$ cat config.mk
export PLATFORM = sky130hd
export DESIGN_NAME = regwrite_seq
export DESIGN_NICKNAME = d
export VERILOG_FILES = /design/src/rtl/regwrite_seq_pkg.sv /design/src/rtl/regwrite_seq_access_timer.sv /design/src/rtl/regwrite_seq.sv
export SDC_FILE = /design/constraint.sdc
export NUM_CORES = 1
export LEC_CHECK = 0
export CAP_MARGIN = 20
export CORE_UTILIZATION = 49
export CTS_CLUSTER_DIAMETER = 80
export DETAILED_ROUTE_END_ITERATION = 6
export PLACE_DENSITY = 0.82
export SLEW_MARGIN = 20
export SYNTH_ARGS = -nofsm -noshare
export SYNTH_HDL_FRONTEND = slang
export SYNTH_SLANG_ARGS = --single-unit
$ cat constraint.sdc
create_clock -name clk -period 2.2 [get_ports clk]
set_clock_uncertainty 0.2 [all_clocks]
set_input_delay 0.44 -clock clk [delete_from_list [all_inputs] [get_ports clk]]
set_output_delay 0.44 -clock clk [all_outputs]
set_load 0.1 [all_outputs]
$ cat src/rtl/regwrite_seq_pkg.sv
// rtl/regwrite_seq_pkg.sv - shared encodings for the register write-back sequencer
//
// Purpose: FSM state encoding, default memory timeout and write-source
// select values shared by regwrite_seq and its access timer.
package regwrite_seq_pkg;

  typedef enum logic [1:0] {
    ST_IDLE   = 2'd0,
    ST_MEM_RD = 2'd1,
    ST_MEM_WR = 2'd2,
    ST_WB     = 2'd3
  } state_t;

  localparam int TIMEOUT_DEFAULT = 255;

  localparam logic SEL_ALU = 1'b0;
  localparam logic SEL_MEM = 1'b1;

endpackage

$ cat src/rtl/regwrite_seq_access_timer.sv
// rtl/regwrite_seq_access_timer.sv - 8-bit watchdog counter for outstanding memory accesses
//
// Purpose: counts cycles spent waiting on the data memory and flags when the
// current cycle is the last one allowed.
// Ports:
//   clk, reset : clock, asynchronous active-high reset
//   clear      : zero the counter (held while no access is outstanding)
//   enable     : count this cycle
//   expired    : the edge ending this cycle is the TIMEOUT-th edge in the access
module access_timer
  import regwrite_seq_pkg::*;
#(
  parameter int TIMEOUT = TIMEOUT_DEFAULT
) (
  input  logic clk,
  input  logic reset,
  input  logic clear,
  input  logic enable,
  output logic expired
);

  logic [7:0] count;

  always_ff @(posedge clk or posedge reset) begin
    if (reset) begin
      count <= '0;
    end else if (clear) begin
      count <= '0;
    end else if (enable && (count != 8'hFF)) begin
      count <= count + 8'd1;
    end
  end

  // count holds the number of edges already spent in the access, so the
  // abort edge is the one seen while count == TIMEOUT-1.
  assign expired = enable && (count >= 8'(TIMEOUT - 1));

endmodule

$ cat src/rtl/regwrite_seq.sv
// rtl/regwrite_seq.sv - register write-back sequencer with data-memory handshake
//
// Purpose: chooses ALU or memory data for the register file write, runs the
// read/write request handshake with the multi-cycle data memory and stalls
// the CPU while an access is outstanding.
// Ports:
//   clk, reset        : clock, asynchronous active-high reset
//   instr_valid       : decoded instruction valid
//   is_load, is_store : memory load / store instruction
//   write_req         : ALU result register write requested
//   dest_addr         : destination register
//   mem_busywait      : data memory busy
//   mem_read/mem_write: data memory requests
//   writesel          : 1 = memory data, 0 = ALU result
//   reg_writeenable   : register file write enable
//   reg_writeaddr     : register file write address
//   cpu_stall         : freeze PC / fetch
//   mem_err           : sticky memory timeout flag
module regwrite_seq
  import regwrite_seq_pkg::*;
#(
  parameter int TIMEOUT = TIMEOUT_DEFAULT,
  parameter int ADDR_W  = 3
) (
  input  logic              clk,
  input  logic              reset,
  input  logic              instr_valid,
  input  logic              is_load,
  input  logic              is_store,
  input  logic              write_req,
  input  logic [ADDR_W-1:0] dest_addr,
  input  logic              mem_busywait,
  output logic              mem_read,
  output logic              mem_write,
  output logic              writesel,
  output logic              reg_writeenable,
  output logic [ADDR_W-1:0] reg_writeaddr,
  output logic              cpu_stall,
  output logic              mem_err
);

  state_t            state;
  logic [ADDR_W-1:0] dest_q;
  logic              in_access;
  logic              expired;

  assign in_access = (state == ST_MEM_RD) || (state == ST_MEM_WR);

  access_timer #(.TIMEOUT(TIMEOUT)) u_timer (
    .clk     (clk),
    .reset   (reset),
    .clear   (!in_access),
    .enable  (in_access),
    .expired (expired)
  );

  always_ff @(posedge clk or posedge reset) begin
    if (reset) begin
      state   <= ST_IDLE;
      dest_q  <= '0;
      mem_err <= 1'b0;
    end else begin
      case (state)
        ST_IDLE: begin
          // A load wins over a simultaneous store flag.
          if (instr_valid && is_load) begin
            dest_q <= dest_addr;
            state  <= ST_MEM_RD;
          end else if (instr_valid && is_store) begin
            state <= ST_MEM_WR;
          end
        end
        ST_MEM_RD: begin
          // Completion takes priority over a timeout on the same edge.
          if (!mem_busywait) begin
            state <= ST_WB;
          end else if (expired) begin
            state   <= ST_IDLE;
            mem_err <= 1'b1;
          end
        end
        ST_MEM_WR: begin
          if (!mem_busywait) begin
            state <= ST_IDLE;
          end else if (expired) begin
            state   <= ST_IDLE;
            mem_err <= 1'b1;
          end
        end
        ST_WB: begin
          state <= ST_IDLE;
        end
        default: begin
          state <= ST_IDLE;
        end
      endcase
    end
  end

  // Output decode; everything is forced low while reset is held so the
  // combinational IDLE paths cannot leak a write during reset.
  always_comb begin
    mem_read        = 1'b0;
    mem_write       = 1'b0;
    writesel        = SEL_ALU;
    reg_writeenable = 1'b0;
    reg_writeaddr   = '0;
    cpu_stall       = 1'b0;
    if (!reset) begin
      case (state)
        ST_IDLE: begin
          if (instr_valid && (is_load || is_store)) begin
            cpu_stall = 1'b1;
          end else if (instr_valid && write_req) begin
            reg_writeenable = 1'b1;
            reg_writeaddr   = dest_addr;
          end
        end
        ST_MEM_RD: begin
          mem_read  = 1'b1;
          cpu_stall = 1'b1;
        end
        ST_MEM_WR: begin
          mem_write = 1'b1;
          cpu_stall = 1'b1;
        end
        ST_WB: begin
          writesel        = SEL_MEM;
          reg_writeenable = 1'b1;
          reg_writeaddr   = dest_q;
          cpu_stall       = 1'b1;
        end
        default: begin
          cpu_stall = 1'b0;
        end
      endcase
    end
  end

endmodule

==> results of run 1 <==
## what timing repair did
item / in CTS / in global routing
hold endpoints to repair: 0 / 0
buffers inserted: 5 / 0
resized for setup: 9 / 0
setup endpoints to repair: 5 / 4
pin swaps: 8 / 0
## worst max-delay path: stages (launching register included)
cell and delay [ps]:
dfrtp_1 400, inv_2 90, ha_4 130, and4bb_4 280
a32oi_2 150, nor3_4 220, buf_12 200
## sequential cells by signal (all words and copies together) (netlist names)
register and count:
u_timer.count 8, state 2, dest_q 3, mem_err 1
## layout make-up
| class | count | area share (%) |
|---|---|---|
| inverters | 7 | 1.88 |
| flip-flops and latches | 14 | 25.1 |
| repair buffers | 30 | 25.5 |
| multi-input cells | 66 | 43.7 |
| well taps | 24 | 2.15 |
| clock buffers | 3 | 1.61 |
## report_power, final
| part | leakage [nW] | switching (mW) | internal [mW] |
|---|---|---|---|
| Combinational | 0.405 | 0.483 | 0.357 |
| Clock | 0.0138 | 0.0701 | 0.0634 |
| Sequential | 0.185 | 0.0552 | 0.317 |
| Total | 0.604 | 0.608 | 0.737 |
## cell usage after synthesis, drive strengths merged
master and n:
nand2 4, a21o 1, nand4 2, nand3 1
o311a 1, clkbuf 2, buf 1, o32ai 1
and3 2, a31oi 4, inv 7, or2 1
a211oi 1, a211o 1, and4bb 1, a32oi 3
ha 7, mux2i 1, o21ai 5, a311oi 2
nor2 2, a21oi 6, and4 2, nand2b 1
o211ai 1, a21boi 1, nor2b 3, o31ai 1
dfrtp 14, and2 1, nor3 7, mux2 3
## metrics by stage
step	total power [mW]	cell area [um2]
detailed placement	1.11	1310
finish	1.35	1400
floorplan	0.877	971
CTS	1.34	1400
global placement	1.09	1310
global route	1.41	1400
## cell families (layout without fill, tap and decap cells)
| kind of cell | after synthesis | in the layout | share of synthesized area (%) |
|---|---|---|---|
| muxes | 4 | 4 | 4.99 |
| buffers and inverters | 10 | 40 | 4.70 |
| DFF | 14 | 14 | 39.9 |
| adders and majority gates | 7 | 7 | 9.97 |
| and+or+nand+nor | 27 | 27 | 18.9 |
| AOI/OAI and AO/OA | 28 | 28 | 21.5 |
## placed cells by master, fill, tap and decap left out, types with 2 or more instances in the layout
cell	instances
dfrtp_1	14
dlygate4sd2_1	3
and4_1	2
a32oi_2	3
nor3_4	4
mux2_2	3
nor2_1	2
buf_4	12
inv_1	5
buf_12	9
clkdlybuf4s50_1	6
a311oi_1	2
a31oi_1	4
and3_1	2
o21ai_0	5
a21oi_1	4
ha_1	5
nor2b_4	3
nand2_1	4
inv_2	2
nor3_1	2
clkbuf_4	3
## per-layer routing
metal  up-vias  GRT usage [%]  share of wire (%)
met1       442           35.6                 39
met3         6           6.94                4.1
met5         -              0                  0
met2        31           51.5                 56
met4         0           8.48                1.3
li1        400              -                  -
## worst paths after layout
kind	to	slack [ps]
worst max-delay path	reg_writeaddr[1]	-180
worst min-delay path	mem_err	280
worst max register to register	state[1]	260
worst min register to register	mem_err	280
max in group asynchronous	u_timer.count[5]	920
min in group asynchronous	u_timer.count[1]	530
==> run metrics, run 1 <==
synth-to-layout area growth=59.0%; register area=350 um2; violations in the final reports=setup timing; DR iter-0 viols=32; relative slew slack=between 60% and 70%; Die Height=44.3 um; synth top area cells=dfrtp_1, ha_1, mux2_2; # fillers=83; Ant. Diodes=0; clock root buffer=clkbuf_4; Post-DP HPWL=1700 um; library cells used by synthesis=34; Clock Latency Late Sink=270 ps; Post-Syn Area per Cell=9.76 um2; Hold Buf Count CTS=0; worst reg2reg path depth=6; initial antenna violation count=0; io pins=19; status=finished, violations left; Total GRT Usage=29.3%; crit share post-route=108%; Worst EP arrival=1740 ps; f_max=0.420 GHz; Final Hold Vio Count=0; setup_tns=-651 ps; Row Count=14; Initial DRT Pass Iterations=5; reg2reg start=state[1]; clock tree buffer depth=2; # nets final=139; crit end category=primary output; syn nets=107; Max VDD drop=740 uV; Routed Antenna Nets=0; Placer Congestion=0.773; DR DRC count=0; layout cells sized above 1=39.2%; fin cells=144; FF+latch count, synth=14; Hold Path Class=flip-flop to flip-flop; Leak=around 0.6 nW; Core Region=0.00159 mm2; CP startpoint kind=flip-flop; fin util=just under 90%; vias in the first global route=~900; first-pass GRT wire length=4150 um; TritonCTS buffer count=3; Post-Syn Area=~880 um2; Hold Path Cell Cnt=1; grt total ovfl=0; register area share after synthesis=around two fifths; Setup CP Type=flip-flop to primary output; Total Wirelength=2500 um; Die W=44.3 um; H-Tree Depth=1; Hold Worst Slack=281 ps; Post-Synthesis Cells=90; Critical path origin=state[1]; dominant cell type by area after synthesis=dfrtp_1; CTS tree=yes; Multi-input gate area=611 um2; input/output buffers=18; RSZ-0062 raised after global routing=yes; # Max-Cap Violations=0; top-area cell type share of the netlist area=39.9%; clock-pin transition on the worst setup and hold timing paths=70 ps; Place WS=-260 ps; max-slew violations=0; CTS sink count=14; Vias/cell=slightly above 6; Die ar.=0.00197 mm2; maximum fanout along the worst path=4; drt wl/cell=17.3 um; largest net degree at the start of global routing=15; synth warn=0; detailed-route via count=879; Min Clock Period, post-route=2380 ps; Power Density=just under 1000 mW/mm2; Initial Util=55.1%; Worst Path Required=between 1500 and 2000 ps; dpl cells=136; Tightest Pin Transition=525 ps; worst setup margin=-182 ps; Hold Startpoint=mem_err; endpoints failing setup=4
No activity file was read; power rests on OpenSTA's default activity.
==> inputs of run 2 (changes only) <==
--- a/config.mk
+++ b/config.mk
@@ -8,6 +8,7 @@
 export CAP_MARGIN = 20
 export CORE_UTILIZATION = 49
 export CTS_CLUSTER_DIAMETER = 80
+export CTS_CLUSTER_SIZE = 40
 export DETAILED_ROUTE_END_ITERATION = 6
 export PLACE_DENSITY = 0.82
 export SLEW_MARGIN = 20
==> results of run 2 <==
Same layout as run 1: the final DEF is identical, and so are final timing and power.
==> inputs of run 3 (changes only) <==
--- a/config.mk
+++ b/config.mk
@@ -10,6 +10,7 @@
 export CTS_CLUSTER_DIAMETER = 80
 export CTS_CLUSTER_SIZE = 40
 export DETAILED_ROUTE_END_ITERATION = 6
+export HOLD_SLACK_MARGIN = 0.03
 export PLACE_DENSITY = 0.82
 export SLEW_MARGIN = 20
 export SYNTH_ARGS = -nofsm -noshare
==> results of run 3 <==
Same layout as run 1: the final DEF is identical, and so are final timing and power.
